## config.mk

```make
export PLATFORM = sky130hd
export DESIGN_NAME = dkong_mem_arbiter
export DESIGN_NICKNAME = d
export VERILOG_FILES = /design/src/rtl/dkong_pkg.sv /design/src/rtl/dkong_rr_arb2.sv /design/src/rtl/dkong_mem_arbiter.sv
export SDC_FILE = /design/constraint.sdc
export NUM_CORES = 1
export LEC_CHECK = 0
export BUFFER_PORTS_ARGS = -buffer_cell sky130_fd_sc_hd__clkbuf_2
export CELL_PAD_IN_SITES_DETAIL_PLACEMENT = 0
export CELL_PAD_IN_SITES_GLOBAL_PLACEMENT = 1
export CORE_MARGIN = 2
export CORE_UTILIZATION = 36
export DETAILED_ROUTE_END_ITERATION = 6
export GPL_TIMING_DRIVEN = 0
export PLACE_DENSITY = 0.8
export RECOVER_POWER = 100
export SETUP_SLACK_MARGIN = 0.1
export SYNTH_ARGS = -nofsm -noshare
export SYNTH_HDL_FRONTEND = slang
export SYNTH_HIERARCHICAL = 1
export SYNTH_SLANG_ARGS = --single-unit
```

## constraint.sdc

```tcl
create_clock -name masterclk -period 3.1 [get_ports masterclk]
set_input_delay 0.465 -clock masterclk [delete_from_list [all_inputs] [get_ports masterclk]]
set_output_delay 0.465 -clock masterclk [all_outputs]
set_load 0.1 [all_outputs]
```

## src/rtl/dkong_pkg.sv

```systemverilog
`default_nettype none
// +--------------------------------------------------------------------+
// | dkong_pkg                                                          |
// | Shared types and constants for the dkong work-RAM arbiter.         |
// | Revision: 1.0                                                      |
// +--------------------------------------------------------------------+
package dkong_pkg;

    typedef enum logic [1:0] {
        IDLE  = 2'd0,
        ISSUE = 2'd1,
        RESP  = 2'd2
    } arb_state_t;

    localparam logic OWNER_CPU  = 1'b0;
    localparam logic OWNER_HOST = 1'b1;

endpackage
`default_nettype wire

```

## src/rtl/dkong_rr_arb2.sv

```systemverilog
`default_nettype none
// +--------------------------------------------------------------------+
// | dkong_rr_arb2                                                      |
// | Combinational two-way round-robin pick with per-requester mask.    |
// | Revision: 1.0                                                      |
// +--------------------------------------------------------------------+
module dkong_rr_arb2
    import dkong_pkg::*;
(
    input  logic [1:0] req,
    input  logic       last_owner,
    input  logic [1:0] mask,
    output logic       gnt_valid,
    output logic       gnt_owner
);

    logic [1:0] w_eff;

    always_comb begin
        w_eff     = req & ~mask;
        gnt_valid = |w_eff;
        gnt_owner = OWNER_CPU;
        // On a tie the port that did not win last time goes first.
        if (w_eff == 2'b11) begin
            gnt_owner = ~last_owner;
        end else if (w_eff[OWNER_HOST]) begin
            gnt_owner = OWNER_HOST;
        end
    end

endmodule
`default_nettype wire

```

## src/rtl/dkong_mem_arbiter.sv

```systemverilog
`default_nettype none
// +--------------------------------------------------------------------+
// | dkong_mem_arbiter                                                  |
// | Shares the work RAM between the Z80 bus and the host loader port.  |
// | Revision: 1.0                                                      |
// +--------------------------------------------------------------------+
module dkong_mem_arbiter
    import dkong_pkg::*;
#(
    parameter int ADDR_W = 16,
    parameter int DATA_W = 8
) (
    input  logic              masterclk,
    input  logic              rst,
    input  logic              freeze,
    input  logic              cpu_req,
    input  logic              cpu_we,
    input  logic [ADDR_W-1:0] cpu_addr,
    input  logic [DATA_W-1:0] cpu_wdata,
    output logic              cpu_ack,
    output logic [DATA_W-1:0] cpu_rdata,
    input  logic              host_req,
    input  logic              host_we,
    input  logic [ADDR_W-1:0] host_addr,
    input  logic [DATA_W-1:0] host_wdata,
    output logic              host_ack,
    output logic [DATA_W-1:0] host_rdata,
    output logic              mem_en,
    output logic              mem_we,
    output logic [ADDR_W-1:0] mem_addr,
    output logic [DATA_W-1:0] mem_wdata,
    input  logic [DATA_W-1:0] mem_rdata
);

    arb_state_t        r_state;
    arb_state_t        w_state_nxt;
    logic              r_owner;
    logic              r_last_owner;
    logic              r_we;
    logic [ADDR_W-1:0] r_addr;
    logic [DATA_W-1:0] r_wdata;
    logic              r_mem_en;
    logic              r_mem_we;
    logic              r_cpu_ack;
    logic              r_host_ack;
    logic [DATA_W-1:0] r_cpu_hold;
    logic [DATA_W-1:0] r_host_hold;

    logic [1:0]        w_mask;
    logic              w_gnt_valid;
    logic              w_gnt_owner;
    logic              w_grant;
    logic              w_sel_we;
    logic [ADDR_W-1:0] w_sel_addr;
    logic [DATA_W-1:0] w_sel_wdata;

    // The owner being answered in RESP may not be re-granted in the same cycle.
    assign w_mask = (r_state == RESP) ? (2'b01 << r_owner) : 2'b00;

    dkong_rr_arb2 u_rr_arb2 (
        .req        ({host_req, cpu_req}),
        .last_owner (r_last_owner),
        .mask       (w_mask),
        .gnt_valid  (w_gnt_valid),
        .gnt_owner  (w_gnt_owner)
    );

    assign w_sel_we    = (w_gnt_owner == OWNER_HOST) ? host_we    : cpu_we;
    assign w_sel_addr  = (w_gnt_owner == OWNER_HOST) ? host_addr  : cpu_addr;
    assign w_sel_wdata = (w_gnt_owner == OWNER_HOST) ? host_wdata : cpu_wdata;

    always_comb begin
        w_state_nxt = r_state;
        w_grant     = 1'b0;
        case (r_state)
            IDLE: begin
                if (!freeze && w_gnt_valid) begin
                    w_grant     = 1'b1;
                    w_state_nxt = ISSUE;
                end
            end
            ISSUE: begin
                w_state_nxt = RESP;
            end
            RESP: begin
                if (!freeze && w_gnt_valid) begin
                    w_grant     = 1'b1;
                    w_state_nxt = ISSUE;
                end else begin
                    w_state_nxt = IDLE;
                end
            end
            default: begin
                w_state_nxt = IDLE;
            end
        endcase
    end

    always_ff @(posedge masterclk or posedge rst) begin
        if (rst) begin
            r_state      <= IDLE;
            r_owner      <= OWNER_CPU;
            r_last_owner <= OWNER_HOST;
            r_we         <= 1'b0;
            r_addr       <= '0;
            r_wdata      <= '0;
            r_mem_en     <= 1'b0;
            r_mem_we     <= 1'b0;
            r_cpu_ack    <= 1'b0;
            r_host_ack   <= 1'b0;
            r_cpu_hold   <= '0;
            r_host_hold  <= '0;
        end else begin
            r_state    <= w_state_nxt;
            r_mem_en   <= w_grant;
            r_mem_we   <= w_grant & w_sel_we;
            r_cpu_ack  <= (r_state == ISSUE) && (r_owner == OWNER_CPU);
            r_host_ack <= (r_state == ISSUE) && (r_owner == OWNER_HOST);
            if (w_grant) begin
                r_owner      <= w_gnt_owner;
                r_last_owner <= w_gnt_owner;
                r_we         <= w_sel_we;
                r_addr       <= w_sel_addr;
                r_wdata      <= w_sel_wdata;
            end
            // r_we/r_owner still describe the access being answered here.
            if (r_state == RESP && !r_we) begin
                if (r_owner == OWNER_HOST) begin
                    r_host_hold <= mem_rdata;
                end else begin
                    r_cpu_hold <= mem_rdata;
                end
            end
        end
    end

    assign mem_en    = r_mem_en;
    assign mem_we    = r_mem_we;
    assign mem_addr  = r_addr;
    assign mem_wdata = r_wdata;
    assign cpu_ack   = r_cpu_ack;
    assign host_ack  = r_host_ack;

    assign cpu_rdata  = (r_state == RESP && r_owner == OWNER_CPU)  ? mem_rdata : r_cpu_hold;
    assign host_rdata = (r_state == RESP && r_owner == OWNER_HOST) ? mem_rdata : r_host_hold;

endmodule
`default_nettype wire

```

## After elaboration in Yosys (flattened, before gate mapping)

Index checks and enable logic that the tools add are counted.

| operators by class | value |
|---|---|
| equal/unequal tests | 4 |
| bitwise gates (word level) | 5 |
| muxes and demuxes | 13 |
| shift operators | 1 |
| reductions and logical operators | 13 |

Operators by type and width:

| kind | number |
|---|---|
| 2-to-1 mux 8 bit | 3 |
| 2-to-1 mux 16 bit | 1 |
| logical AND 1 bit | 6 |
| 2-to-1 mux 1 bit | 6 |
| one-hot mux 2 bit (3 select lines) | 1 |
| equality test 2 bit, second input constant | 2 |
| 2-to-1 mux 2 bit | 2 |
| AND reduction 2 bit | 2 |
| OR reduction 2 bit | 2 |
| bitwise AND 2 bit | 1 |
| equality test 2 x 1 -> 1 bit, second input constant | 1 |
| logical NOT 1 bit | 2 |
| logical NOT 2 bit | 1 |
| inequality test 2 bit, second input constant | 1 |
| NOT 1 bit | 2 |
| NOT 2 bit | 1 |
| << shifter 1 x 1 -> 2 bit, first input constant | 1 |
| bitwise AND 1 bit | 1 |

| storage, ports and cells | value |
|---|---|
| word-level logic and storage cells | 48 |
| output and inout bits | 44 |
| register bits | 49 |

## Longest topological paths before layout

| logic depth | value |
|---|---|
| word-level depth | 9 |
| gate-level depth with buffers | 9 |

## Modules after synthesis

The synthesis kept the hierarchy.

By module, submodules not included:

| module | area an instance (um^2) | cells each | instances |
|---|---|---|---|
| dkong_mem_arbiter | 2338.5 | 155 | 1 |
| dkong_rr_arb2 | 38.8 | 5 | 1 |

## Worst setup path before layout

Ideal clock, no wire load.

| path | value |
|---|---|
| path kind | register -> register |
| from | register r_state[0] |
| to | register r_addr[11], in the netlist mem_addr[11] |
| stages on the path, launching flop included | 9 |
| path buffers | 2 |
| setup time | 0.125 ns |
| arrival | 2.091 ns |
| path slack | 0.884 ns |
| cell sequence | dfrtp_1 nand3b_1 inv_1 nand2b_4 a31oi_2 buf_2 buf_2 mux2_2 mux2_2 |

RTL lines:

| item | RTL line | source |
|---|---|---|
| start, declared | dkong_mem_arbiter.sv:35 | `arb_state_t r_state;` |
| start signal, assigned | dkong_mem_arbiter.sv:114 | `r_state <= w_state_nxt;` |
| equality test 2 bit (*) | dkong_mem_arbiter.sv:58 | `assign w_mask = (r_state == RESP) ? (2'b01 << r_owner) : 2'b00;` |
| 2-to-1 mux 2 bit (*) | dkong_mem_arbiter.sv:58 |  |
| named net w_mask[1] | dkong_mem_arbiter.sv:49 | `logic [1:0] w_mask;` |
| NOT 2 bit (*) | dkong_rr_arb2.sv:20 | `w_eff = req & ~mask;` |
| bitwise AND 2 bit (*) | dkong_rr_arb2.sv:20 |  |
| equality test 2 bit or 2-to-1 mux 1 bit (tied branches) | dkong_rr_arb2.sv:24, dkong_rr_arb2.sv:26 |  |
| 2-to-1 mux 1 bit (*) | dkong_rr_arb2.sv:24 | `if (w_eff == 2'b11) begin` |
| named net w_gnt_owner | dkong_mem_arbiter.sv:51 | `logic w_gnt_owner;` |
| 2-to-1 mux 16 bit (*) | dkong_mem_arbiter.sv:69 | `assign w_sel_addr = (w_gnt_owner == OWNER_HOST) ? host_addr : cpu_addr;` |
| end signal, assigned | dkong_mem_arbiter.sv:123 | `r_addr <= w_sel_addr;` |
| end, declared | dkong_mem_arbiter.sv:40 | `logic [ADDR_W-1:0] r_addr;` |

Mark *: on every way through the listed nets, which the timed path passes. The rest lies on a longest branch.
A chain may end at the register's enable or synchronous reset.

## Worst setup path in the final report

| path | value |
|---|---|
| from | register r_owner |
| to | register r_addr[12], in the netlist mem_addr[12] |

RTL lines:

| item | RTL line | source |
|---|---|---|
| start, declared | dkong_mem_arbiter.sv:37 | `logic r_owner;` |
| start signal, assigned | dkong_mem_arbiter.sv:120 | `r_owner <= w_gnt_owner;` |
| << shifter 1 x 1 -> 2 bit | dkong_mem_arbiter.sv:58 |  |
| 2-to-1 mux 2 bit | dkong_mem_arbiter.sv:58 |  |
| named net w_mask[0] | dkong_mem_arbiter.sv:49 |  |
| NOT 2 bit | dkong_rr_arb2.sv:20 |  |
| bitwise AND 2 bit | dkong_rr_arb2.sv:20 |  |
| equality test 2 bit | dkong_rr_arb2.sv:24 |  |
| 2-to-1 mux 1 bit | dkong_rr_arb2.sv:24 |  |
| named net w_gnt_owner | dkong_mem_arbiter.sv:51 |  |
| 2-to-1 mux 16 bit | dkong_mem_arbiter.sv:69 |  |

The timed path passes the listed nets, and every way through them passes these cells.

==> key figures <==
Clock network
  – H-tree Lvls: 2
  – Hold Buf Count CTS: 0
  – Clk slew on worst S/H paths: 0.10 ns
  – Number of buffers created by CTS: 5
  – Clock sinks: 49
  – Clk_lat worst skew: 0.30 ns
  – Post_cts resized: 0
  – Clock root cell: clkbuf_8
  – Max clock buf depth: 2
  – CTS tree: built
  – Setup bufs post-CTS: 0

Logic synthesis
  – Synth warn: 6
  – Most frequent cells after synthesis: mux2_2, dfrtp_1, buf_2
  – Syn avg cell area: 14.9 µm²
  – Most common cell in the synthesized netlist: mux2_2
  – Share of the synthesized area in the top cell type: 0.505
  – Post-synth EDFFs: 0
  – FFs w/ async S/R, synth: 1.00
  – Flop and latch count out of synthesis: 49
  – Yosys top cell by area: dfrtp_1
  – Ranking of synthesized cells by area: dfrtp_1, mux2_2, buf_2
  – Post-Synthesis Cells: 160
  – Post-synthesis sequential area ratio: 0.516
  – Synth unique cells: 18
  – Syn_nets: 223
  – Mapped Area: 2380 µm²
  – Synth Flop Type: dfrtp_1

GRT
  – Total congestion overflow: 0
  – Largest net degree at the start of global routing: 33
  – GRT Util Overall: 0.132
  – Initial antenna violation count: 0
  – First-pass GRT wire length: 7.61 mm
  – Vias in the first global route: 1667

Critical path
  – Worst path buffer plus inverter count: 5
  – Crit end category: flop
  – Worst-path cell with the longest stage delay: clkbuf_1
  – Family with the most delay on the worst path: buffers and inverters
  – Crit-path cells: buf_6 -> nor3b_1 -> clkbuf_1 -> inv_1 -> a31oi_2 -> clkbuf_2 -> clkbuf_2 -> mux2_2 -> mux2_2
  – Crit path kind: reg -> reg
  – Slowest stage delay, CP: 0.48 ns
  – Highest net fanout along the worst path: 10
  – WP data arrival: 2.93 ns
  – WP data required: 3.29 ns
  – Setup crit start kind: flop

Timing
  – Clock Skew: 0.0137 ns
  – Relative slew slack: -0.282
  – Final cycle utilization of the critical path: 0.884
  – Setup tns final: 0 ns
  – Endpoints failing setup: 0
  – F_max: 365 MHz
  – Worst-margin pin slew: 1.90 ns
  – Unrepaired setup endpoints after global routing: false
  – Final Hold Vio Count: 0
  – Final Max Tran Viols: 42
  – Tmin final: 2.74 ns

Floorplanning
  – Core ar.: 6390 µm²
  – Core Rows: 29
  – Die H: 85.3 µm
  – Total Die Area: 7270 µm²
  – Die X: 85.3 µm
  – # IOs: 107
  – Initial Util: 0.372

Detailed routing
  – Violation count after the first detailed-route iteration: 17
  – Drc violations: 0
  – Routed wire per std cell: 13.3 µm
  – Routed wire length: 4.67 mm
  – TritonRoute pass-1 iters: 2
  – Vias per cell: 4.71
  – Routed Antenna Nets: 0
  – Detailed-route via count: 1658

Place
  – Hpwl dp: 3.49 mm
  – Number of port buffers: 106
  – RD Place Congestion: 0.683

Finish
  – Layout cell share with drive strength beyond 1: 0.636
  – Area grow syn2layout: 28.7%
  – Final net count: 337
  – Antenna Cells: 0

Run status
  – Status: complete, but fails checks
  – Failing checks: capacitance limit, slew limit

Worst hold path
  – HP Class: in -> async

Flow run
  – MaxCap Viol Count: 2
[layer usage]
metal | global-route usage | wire length [µm] | vias to the layer above | share of wire
met5 | 0 | 0 | - | 0
met4 | 0.0433 | 60 | 0 | 0.013
met3 | 0.0438 | 401 | 5 | 0.086
met2 | 0.224 | 2200 | 66 | 0.47
met1 | 0.156 | 2010 | 791 | 0.43
li1 | - | - | 796 | -
[area by class of cell]
cell class                 count  area [µm²]
clock inverter                 2        37.5
inverter                       5        18.8
sequential                    49        1230
tap                           77        96.3
multi-input combinational     97        1040
fill                         617        3330
timing repair buffer         107         499
buffer                         9        53.8
clock buffer                   6        82.6
[state kept, by name, summed over array words and instances, names as in the netlist]
name          cells
mem_addr         16
r_we              1
cpu_ack           1
mem_en            1
r_last_owner      1
mem_we            1
host_ack          1
r_cpu_hold        8
r_host_hold       8
mem_wdata         8
r_state           2
r_owner           1
[cell usage in the layout, fill, tap and decap left out, drive strengths merged]
cell,count
and2,1
mux2,82
dfrtp,48
o21ai,1
nor2b,3
bufinv,1
nor4b,1
nand3b,1
clkinvlp,1
clkbuf,118
mux2i,2
buf,4
inv,5
and4bb,1
a31oi,1
nor3b,3
dfstp,1
nand2b,1
[path summary, 6_finish.rpt]
kind                                     from             end  slack, ns  cells past startpoint
worst max-delay path                  r_owner    mem_addr[12]       0.36                      9
worst min-delay path                      rst  r_host_hold[5]       0.23                      2
worst max register to register        r_owner    mem_addr[12]       0.36                      9
worst min register to register  r_cpu_hold[0]   r_cpu_hold[0]       0.49                      1
max in group asynchronous                 rst            r_we       0.83                      3
min in group masterclk                 freeze      r_state[0]       0.34                      2
[logic make-up (layout without fill, tap and decap cells)]
group / after synthesis / after routing / synth area share
compound gates: 2 / 2 / 0.00737
buf+inv: 14 / 129 / 0.0332
flops: 49 / 49 / 0.516
mux: 84 / 84 / 0.397
simple gates: 11 / 11 / 0.0463
[worst register-to-register path, delay by kind of cell, from the launching register on]
family,cells,cell delay (ns)
buffers and inverters,5,1.28
multiplexers,2,0.63
flip-flops,1,0.38
AND/OR/NAND/NOR,1,0.17
AO/OA/AOI/OAI,1,0.17
[stage by stage]
step	util	hold slack, ns	setup slack, ns	instances	area (µm²)
floorplan	-	0.471	0.884	160	2380
global placement	0.470	0.484	0.519	343	3000
detailed placement	0.474	0.463	0.468	344	3020
CTS	0.492	0.124	0.451	352	3140
global route	0.479	0.273	0.157	352	3060
finish	0.479	0.227	0.361	352	3060
Power is not shown: default switching activity piles up to over one toggle a cycle in this logic, so the estimate is an artifact.
